<file path="src/rtl/vend_ctrl_param_if.sv">
// Vending controller port bundle: coin/selection/cancel from the front panel,
// beverage/change valid-ready toward the dispenser.
interface vend_ctrl_param_if #(
  parameter int COIN_W = 16,
  parameter int SEL_W  = 2
);
  logic              coin_valid;
  logic [COIN_W-1:0] coin_in;
  logic              button_valid;
  logic [SEL_W-1:0]  button_in;
  logic              cancel;
  logic              out_ready;
  logic              beverage_valid;
  logic [SEL_W-1:0]  beverage_out;
  logic              change_valid;
  logic [COIN_W-1:0] change_out;
  logic [COIN_W-1:0] credit;
  logic              coin_reject;

  modport master (
    output coin_valid, coin_in, button_valid, button_in, cancel, out_ready,
    input  beverage_valid, beverage_out, change_valid, change_out, credit, coin_reject
  );

  modport slave (
    input  coin_valid, coin_in, button_valid, button_in, cancel, out_ready,
    output beverage_valid, beverage_out, change_valid, change_out, credit, coin_reject
  );
endinterface

</file>
<file path="src/rtl/vend_ctrl_param.sv">
// Parametrised vending controller: coin credit, priced selection, dispense, change return.
// Latency 1 cycle (all outputs registered); beverage/change held until out_ready.
module vend_ctrl_param #(
  parameter int N_BEV      = 4,
  parameter int COIN_W     = 16,
  parameter int PRICE_BASE = 50,
  parameter int PRICE_STEP = 25,
  parameter int MAX_CREDIT = 200
) (
  input logic               clk,
  input logic               rst,
  vend_ctrl_param_if.slave  bus
);
  localparam int SEL_W = (N_BEV > 1) ? $clog2(N_BEV) : 1;

  typedef enum logic [1:0] {IDLE, COLLECT, DISPENSE, CHANGE} state_t;

  state_t            state_q, state_d;
  logic [COIN_W-1:0] credit_q, credit_d;
  logic [COIN_W-1:0] change_out_q, change_out_d;
  logic [SEL_W-1:0]  sel_q, sel_d;
  logic [SEL_W-1:0]  bev_out_q, bev_out_d;
  logic              bev_vld_q, bev_vld_d;
  logic              chg_vld_q, chg_vld_d;
  logic              reject_q, reject_d;

  logic [63:0]       price;
  logic              sel_ok;
  logic [COIN_W:0]   coin_sum;
  logic              coin_fits;
  logic              coin_take;

  // A price that does not fit in COIN_W bits can never be selected.
  always_comb begin
    price     = 64'(PRICE_BASE) + 64'(bus.button_in) * 64'(PRICE_STEP);
    sel_ok    = (64'(bus.button_in) < 64'(N_BEV)) &&
                (price < (64'd1 << COIN_W)) &&
                (price <= 64'(credit_q));
    coin_sum  = {1'b0, credit_q} + {1'b0, bus.coin_in};
    coin_fits = (bus.coin_in != '0) && (coin_sum <= (COIN_W+1)'(MAX_CREDIT));
  end

  always_ff @(posedge clk or posedge rst) begin
    if (rst) begin
      state_q      <= IDLE;
      credit_q     <= '0;
      sel_q        <= '0;
      bev_vld_q    <= 1'b0;
      bev_out_q    <= '0;
      chg_vld_q    <= 1'b0;
      change_out_q <= '0;
      reject_q     <= 1'b0;
    end else begin
      state_q      <= state_d;
      credit_q     <= credit_d;
      sel_q        <= sel_d;
      bev_vld_q    <= bev_vld_d;
      bev_out_q    <= bev_out_d;
      chg_vld_q    <= chg_vld_d;
      change_out_q <= change_out_d;
      reject_q     <= reject_d;
    end
  end

  // Priority while collecting: cancel, then button, then coin.
  always_comb begin
    state_d   = state_q;
    credit_d  = credit_q;
    sel_d     = sel_q;
    coin_take = 1'b0;
    case (state_q)
      IDLE, COLLECT: begin
        if (bus.cancel && (state_q == COLLECT)) begin
          state_d = CHANGE;
        end else if (bus.button_valid && sel_ok) begin
          state_d  = DISPENSE;
          sel_d    = bus.button_in;
          credit_d = credit_q - price[COIN_W-1:0];
        end else if (bus.coin_valid && coin_fits) begin
          state_d   = COLLECT;
          credit_d  = coin_sum[COIN_W-1:0];
          coin_take = 1'b1;
        end
      end
      DISPENSE: begin
        if (bus.out_ready) state_d = (credit_q != '0) ? CHANGE : IDLE;
      end
      CHANGE: begin
        if (bus.out_ready) begin
          state_d  = IDLE;
          credit_d = '0;
        end
      end
      default: state_d = IDLE;
    endcase
  end

  always_comb begin
    reject_d     = bus.coin_valid &&
                   ((state_q == DISPENSE) || (state_q == CHANGE) ||
                    ((bus.coin_in != '0) && !coin_take));
    bev_vld_d    = (state_d == DISPENSE);
    bev_out_d    = bev_vld_d ? sel_d : '0;
    chg_vld_d    = (state_d == CHANGE);
    change_out_d = chg_vld_d ? credit_d : '0;
  end

  assign bus.beverage_valid = bev_vld_q;
  assign bus.beverage_out   = bev_out_q;
  assign bus.change_valid   = chg_vld_q;
  assign bus.change_out     = change_out_q;
  assign bus.credit         = credit_q;
  assign bus.coin_reject    = reject_q;
endmodule

</file>
<file path="src/flat_wrapper.sv">
// flat-port wrapper written by rule: the top's interface ports become plain ports
module vend_ctrl_param_flat 
#(
  parameter int N_BEV      = 4,
  parameter int COIN_W     = 16,
  parameter int PRICE_BASE = 50,
  parameter int PRICE_STEP = 25,
  parameter int MAX_CREDIT = 200
)
  (clk, rst, bus_coin_valid, bus_coin_in, bus_button_valid, bus_button_in, bus_cancel, bus_out_ready, bus_beverage_valid, bus_beverage_out, bus_change_valid, bus_change_out, bus_credit, bus_coin_reject);
  vend_ctrl_param_if #(.COIN_W(COIN_W), .SEL_W(2)) bus_i ();
  input logic clk;
  input logic rst;
  input wire logic [$bits(bus_i.coin_valid)-1:0] bus_coin_valid;
  input wire logic [$bits(bus_i.coin_in)-1:0] bus_coin_in;
  input wire logic [$bits(bus_i.button_valid)-1:0] bus_button_valid;
  input wire logic [$bits(bus_i.button_in)-1:0] bus_button_in;
  input wire logic [$bits(bus_i.cancel)-1:0] bus_cancel;
  input wire logic [$bits(bus_i.out_ready)-1:0] bus_out_ready;
  output wire logic [$bits(bus_i.beverage_valid)-1:0] bus_beverage_valid;
  output wire logic [$bits(bus_i.beverage_out)-1:0] bus_beverage_out;
  output wire logic [$bits(bus_i.change_valid)-1:0] bus_change_valid;
  output wire logic [$bits(bus_i.change_out)-1:0] bus_change_out;
  output wire logic [$bits(bus_i.credit)-1:0] bus_credit;
  output wire logic [$bits(bus_i.coin_reject)-1:0] bus_coin_reject;
  assign bus_i.coin_valid = bus_coin_valid;
  assign bus_i.coin_in = bus_coin_in;
  assign bus_i.button_valid = bus_button_valid;
  assign bus_i.button_in = bus_button_in;
  assign bus_i.cancel = bus_cancel;
  assign bus_i.out_ready = bus_out_ready;
  assign bus_beverage_valid = bus_i.beverage_valid;
  assign bus_beverage_out = bus_i.beverage_out;
  assign bus_change_valid = bus_i.change_valid;
  assign bus_change_out = bus_i.change_out;
  assign bus_credit = bus_i.credit;
  assign bus_coin_reject = bus_i.coin_reject;
  vend_ctrl_param #(.N_BEV(N_BEV), .COIN_W(COIN_W), .PRICE_BASE(PRICE_BASE), .PRICE_STEP(PRICE_STEP), .MAX_CREDIT(MAX_CREDIT)) u_core (.clk(clk), .rst(rst), .bus(bus_i));
endmodule
</file>
<file path="config.mk">
export PLATFORM = sky130hd
export DESIGN_NAME = vend_ctrl_param_flat
export DESIGN_NICKNAME = d
export VERILOG_FILES = /design/src/rtl/vend_ctrl_param_if.sv /design/src/rtl/vend_ctrl_param.sv /design/src/flat_wrapper.sv
export SDC_FILE = /design/constraint.sdc
export NUM_CORES = 1
export LEC_CHECK = 0
export BUFFER_PORTS_ARGS = -buffer_cell sky130_fd_sc_hd__buf_2
export CAP_MARGIN = 30
export CORE_AREA = 4 4 100 102
export CTS_CLUSTER_DIAMETER = 80
export CTS_CLUSTER_SIZE = 12
export DETAILED_ROUTE_END_ITERATION = 16
export DIE_AREA = 0 0 104 106
export PLACE_DENSITY = 0.62
export SYNTH_ARGS = -nofsm -noshare
export SYNTH_HDL_FRONTEND = slang
export SYNTH_SLANG_ARGS = --single-unit
</file>
<file path="constraint.sdc">
create_clock -name clk -period 4.6 [get_ports clk]
set_input_delay 0.23 -clock clk [delete_from_list [all_inputs] [get_ports clk]]
set_output_delay 0.23 -clock clk [all_outputs]
set_load 0.005 [all_outputs]
</file>
# Word level (Yosys, flattened, before mapping)
# Index checks and enable logic that the tools add are counted.
classes:
  add_sub_neg: 3
  n_mul: 1
  div_mod_pow: 0
  order_cmp: 3
  eq_ne: 5
  shift: 0
  n_mux: 21
  n_bitwise: 0
  n_reduce_logical: 14
op_table:
  columns: ["op", "count"]
  rows:
  - ["16-bit two-way mux", 5]
  - ["64-bit by 16-bit less-or-equal comparator with 1-bit output", 1]
  - ["64-bit by 17-bit less-than comparator with 1-bit output, second input constant", 1]
  - ["16-bit one-hot mux with 2 select lines", 1]
  - ["16-bit nonzero test", 2]
  - ["2-bit two-way mux", 10]
  - ["16-bit by 16-bit adder with 17-bit output", 1]
  - ["17-bit by 8-bit less-or-equal comparator with 1-bit output, second input constant", 1]
  - ["16-bit subtractor", 1]
  - ["6-bit by 7-bit adder with 8-bit output, first input constant", 1]
  - ["2-bit == test, second input constant", 4]
  - ["1-bit logical AND", 7]
  - ["2-bit by 5-bit multiplier with 7-bit output, second input constant", 1]
  - ["2-bit one-hot mux with 3 select lines", 1]
  - ["1-bit two-way mux", 4]
  - ["2-bit by 1-bit == test with 1-bit output, second input constant", 1]
  - ["2-bit zero test", 1]
  - ["1-bit logical OR", 2]
  - ["2-bit OR reduction", 1]
  - ["1-bit zero test", 1]
word_totals:
  ff_bits: 41
  latchBits: 0
  ram_bits: 0
  rom_bits: 0
  in_bits: 24
  output_inout_bits: 37
  word_cells: 55
  mem_count: 0

# Depth between registers and ports, before layout
depth:
  ltp_word: 12
  depth_mapped: 15
  ltp_nobuf: 14

# Least setup slack after synthesis
# No wires, ideal clock.
synth_timing:
  kind: "register to register"
  start: "register u_core.credit_q[0], in the netlist u_core.bus.credit[0]"
  end: "register u_core.change_out_q[1], in the netlist u_core.bus.change_out[1]"
  setup_ps: 82
  arrival_ps: 2901
  slack_ps: 1617
  stages_incl_launch_ff: 13
  path_buffers: 0
  period_less_slack_ps: 2983
  cell_sequence: "dfrtp_1 -> ha_1 -> inv_1 -> fa_1 -> nor2b_1 -> o2111ai_1 -> a211oi_2 -> o22ai_1 -> mux2i_1 -> nand3_1 -> or3_1 -> or3_1 -> a31oi_1"
synth_between:
  elab_chain_cells: 10
  elab_cells_between_ends: 21
  cone_classes: "add/sub: 2; order compare: 2; eq/ne: 1; mux: 11; reduce/logical: 5"
synth_rtl:
  columns: ["item", "line_no", "source"]
  rows:
  - ["from (decl)", "vend_ctrl_param.sv:19", "logic [COIN_W-1:0] credit_q, credit_d;"]
  - ["from (signal assigned)", "vend_ctrl_param.sv:55", "credit_q <= credit_d;"]
  - ["16-bit by 16-bit adder with 17-bit output", "vend_ctrl_param.sv:39", "coin_sum = {1'b0, credit_q} + {1'b0, bus.coin_in};"]
  - ["17-bit by 8-bit less-or-equal comparator with 1-bit output", "vend_ctrl_param.sv:40", "coin_fits = (bus.coin_in != '0) && (coin_sum <= (COIN_W+1)'(MAX_CREDIT));"]
  - ["1-bit logical AND", "vend_ctrl_param.sv:40", null]
  - ["1-bit logical AND", "vend_ctrl_param.sv:79", "end else if (bus.coin_valid && coin_fits) begin"]
  - ["2-bit two-way mux", "vend_ctrl_param.sv:79", null]
  - ["2-bit two-way mux", "vend_ctrl_param.sv:75", "end else if (bus.button_valid && sel_ok) begin"]
  - ["2-bit two-way mux", "vend_ctrl_param.sv:73", "if (bus.cancel && (state_q == COLLECT)) begin"]
  - ["2-bit one-hot mux with 3 select lines", "vend_ctrl_param.sv:71", "case (state_q)"]
  - ["2-bit == test", "vend_ctrl_param.sv:104", "chg_vld_d = (state_d == CHANGE);"]
  - ["16-bit two-way mux *", "vend_ctrl_param.sv:105", "change_out_d = chg_vld_d ? credit_d : '0;"]
  - ["net u_core.change_out_d[1]", "vend_ctrl_param.sv:20", "logic [COIN_W-1:0] change_out_q, change_out_d;"]
  - ["to (signal assigned)", "vend_ctrl_param.sv:60", "change_out_q <= change_out_d;"]
  - ["to (decl)", "vend_ctrl_param.sv:20", null]
# Mark *: on every way through the listed nets, which the timed path passes. The rest lies on a longest branch.

# Final worst setup path
layout_timing:
  start: "register u_core.credit_q[1], in the netlist u_core.bus.credit[1]"
  end: "register u_core.change_out_q[3], in the netlist u_core.bus.change_out[3]"
# The elaborated chain is that of the path after synthesis.

==> results.txt <==
In this run the number of cells on the critical path is 11. The instance area after placement came out at 0.003835 sq mm. Adding up every negative setup slack in the final design gives 0 ns. For this run, the total global-route usage over all layers was measured as 0.1816. The number of routed nets with antenna violations came out at 0. Among all flip-flop cells after synthesis, the most frequent one is dfrtp_1. The fraction of synthesis flops using an asynchronous set or reset pin is 1.000.

The cell type group with the largest total delay on the critical path is simple AND/OR/NAND/NOR gates. The combinational share of power is 0.611. The delay contributed by the slowest stage of the critical path came out at ~0.55 ns. Of the total power, the clock network draws 0.130. The chip height is roughly 110 um. After clock tree synthesis, the flow added hold-fix buffers numbering 0.

The row count came out at 35. The synthesized area per cell is roughly 8.5 sq um. The static leakage power is roughly 2.0 nW. STA puts the critical path data arrival time at 4.02 ns. For this block, the initial DRC count from the detailed router was around 260. The number of global-route vias before repair came to roughly 3200. In the final routed layout, each cell accounts on average for about 18 um. The H-tree was split into 2 levels.

The flip-flop and latch area came out at between 0.001 and 0.0015 sq mm. The number of max-slew violations in the final report came out at 0. The global-route met1 utilization is 0.2546. In this run the most used layer during global routing was met2.

The critical path goes through inv_1 > fa_1 > nor2b_1 > o2111ai_1 > a211oi_2 > o22ai_1 > mux2i_1 > nand3_1 > or3_1 > or3_1 > a31oi_1. The final setup violation count is 0. The sequential area share after synthesis came out at 0.3021.

The count of mapped cells out of synthesis came out at 400. The tool flagged a number of max-cap violations equal to 0. The number of warning messages in the yosys log came out at 0. The core region is 0.009109 sq mm. The type of origin of the critical path is a flip-flop.

The met2 track utilization from global routing is 0.2962. The highest clock frequency the design can meet is approximately 0.26 GHz. The most frequent cell on the critical path is or3_1. The global placement routability congestion came out at roughly 0.91. The clock latency reported for the late side of the worst-skew pair came out at roughly 0.29 ns.

The depth of the worst register-to-register path came out at 11. The first detailed-routing pass took 5 iterations. The analysis attributes to net switching a power of 1.285 mW.

The global-route track usage on met3 came out at 0.02975. The final design instance area without fill came out at approximately 0.0040 sq mm. For the pin with the worst max-slew slack, the measured transition is 0.7866 ns. In this run the power density over the cells is approximately 670 mW/mm^2.

Of the available clock period, the critical path in the final layout requires 0.8348. Setup repair after global routing left no endpoint under its margin. The ratio of routed vias to standard cells came out at between 5 and 6. The initial standard-cell utilization of the core is 0.3728. The die outline area is approximately 0.011 sq mm. The critical path is of the reg2reg type. After synthesis the netlist holds a flip-flop and latch count of 41. The number of buffer and inverter stages on the critical path came out at 1. TritonCTS created 5 clock buffers.

The type of destination of the critical path is a flip-flop. The post-layout instance count excluding filler cells came out at between 500 and 600. The final hold violation count came to 0.

The netlist uses 67 different library cells. The TritonCTS sink count came out at roughly 40. The shortest period the worst path allows came out at approximately 3.8 ns. The residual DRC count came out at 0. After clock tree synthesis, the setup repair step added 0 buffers. Of the cells placed in the final design, the portion with a size suffix greater than 1 is 0.1983. The largest net degree at the start of global routing came out at 42. The maximum root-to-sink buffer count came out at 2. The repair_antennas step left the layout with diodes totalling 0.

In this run the worst path has a maximum fanout of 13. TritonCTS built the clock tree. Gates resized during post-CTS repair numbered 0. The first global-routing pass estimated 16.44 mm of wire. The clock arrives with between 0.01 and 0.015 ns of skew.

The cell count after placement came out at between 500 and 600. The tightest min-delay check is of the in2async type. At the worst endpoint, the required time is between 4 and 5 ns.

The worst pin sits at a relative slew slack of 0.4716. The slowest library cell on the worst path is or3_1. The switching power share of the total came out at 0.4862. The die width is around 100 um.

The total power came out at 2.644 mW. The port buffer count is 60. Clock-pin slew was measured on the worst setup and hold paths at about 0.080 ns. The tree is rooted in a clkbuf_8. The total congestion overflow after global routing is 0. The internal power came out at around 1.4 mW.

Counting the fill cells in the layout gives around 930. The run finished with clean final reports. The overall via count from detail_route came out at around 3300. The number of antenna violations at the first check in global routing came out at 0. The number of nets in the layout is 524. The post-DP HPWL is roughly 8 mm. The register share of total power came out at 0.259.

The I/O pin total is just over 60. The synthesized netlist net count is ~460. The number of synthesized flops with an enable pin came out at 0. The final layout contains routed wiring with a total length of just over 10 mm. In the final layout, the multi-input gates occupy between 0.002 and 0.0025 sq mm. The area growth from synthesis to layout is 16.88%. The post-synthesis cell area is between 0.003 and 0.004 sq mm. The maximum ir drop on the vdd rail came out at 0.2230 mV.
cells in the final DEF (no fill, tap or decap), drive strengths merged, types with 3 or more instances in the layout:
cell type  instances
o21a               8
a21o               9
o22ai              3
mux2               5
o21ai             29
a22oi              5
a31oi             13
nand2b             4
inv               33
nand4              5
or3                8
ha                35
nor2              22
buf               65
clkbuf             5
nor2b              4
a21oi             37
dfrtp             41
nor4               7
o31ai              3
mux2i              3
or2                3
xor2               7
nand3              7
nand2             44
o211ai             3
and3               5
nor3              11
final timing paths:
check,start,end,slack [ns]
min,rst,u_core.bus.change_out[14],0.05
max reg2reg,u_core.bus.credit[1],u_core.bus.change_out[3],0.76
max in group asynchronous,rst,u_core.bus.change_out[11],4.20
max,u_core.bus.credit[1],u_core.bus.change_out[3],0.76
min reg2reg,u_core.sel_q[0],u_core.sel_q[0],0.52
min in group clk,bus_coin_valid,u_core.bus.coin_reject,0.20
tightest hold or removal path, stage by stage:
cell	delay (ns)
buf_2	0.10
inv_1	0.04
buf_4	0.43
per-layer routing:
| layer | vias to the layer above | routed length (um) |
|---|---|---|
| met5 | - | 0 |
| met4 | 0 | 137 |
| met3 | 11 | 558 |
| met2 | 129 | 4669 |
| met1 | 1571 | 4719 |
| li1 | 1596 | - |
cell usage after synthesis (4+ instances only):
cell type,n,share of area
o21ai_0,15,0.022
nor2_1,22,0.024
nor4_1,7,0.013
ha_1,35,0.13
o21ai_1,13,0.019
a21oi_1,36,0.053
nand3_1,7,0.010
or3_1,8,0.015
clkbuf_1,5,0.0055
dfrtp_1,41,0.30
nor3_1,9,0.013
a31oi_1,12,0.022
a21o_1,9,0.020
inv_1,31,0.034
nor2b_1,4,0.0074
o21a_1,6,0.013
a22oi_1,5,0.011
nand2_1,44,0.049
nand4_1,5,0.0092
xor2_1,7,0.018
and3_1,5,0.0092
sequential cells by signal (all words and copies together), names as in the netlist:
| name | count |
|---|---|
| u_core.bus.beverage_out | 2 |
| u_core.bus.coin_reject | 1 |
| u_core.state_q | 2 |
| u_core.sel_q | 2 |
| u_core.bus.beverage_valid | 1 |
| u_core.bus.change_valid | 1 |
| u_core.bus.credit | 16 |
| u_core.bus.change_out | 16 |
metrics by stage:
step             util  hold slack (ns)  setup slack [ns]
5_1_grt        0.4357          0.09626            0.5351
3_3_place_gp   0.4210           0.3768            0.8187
3_5_place_dp   0.4210           0.3855            0.8346
6_report       0.4357          0.05447            0.7598
4_1_cts        0.4357          0.07270            0.8035
2_1_floorplan       -           0.3521             1.617
power by group through the flow:
stage / Combinational [mW] / Clock (mW) / Sequential (mW)
floorplan: 1.12 / 0 / 0.634
global placement: 1.58 / 0 / 0.689
detailed placement: 1.59 / 0 / 0.689
CTS: 1.60 / 0.346 / 0.682
global route: 1.79 / 0.365 / 0.704
finish: 1.62 / 0.343 / 0.685
kinds of logic (layout without fill, tap and decap cells):
kind of cell | count (synthesis) | in the layout | synth area share
AND/OR/NAND/NOR | 133 | 133 | 0.2041
AO/OA/AOI/OAI | 130 | 130 | 0.2557
buffers and inverters | 42 | 106 | 0.04753
flip-flops | 41 | 41 | 0.3021
adder cells (fa/ha/maj) | 37 | 37 | 0.1408
XOR/XNOR | 9 | 9 | 0.02321
multiplexers | 8 | 8 | 0.02653
area by class of cell:
class,instances,share of cell area
Sequential cell,41,0.2585
Multi-Input combinational cell,317,0.5564
Tap cell,111,0.03499
Clock inverter,3,0.01639
Timing Repair Buffer,65,0.08512
Clock buffer,5,0.01734
Inverter,33,0.03121
(Power assumes the default switching activity.)
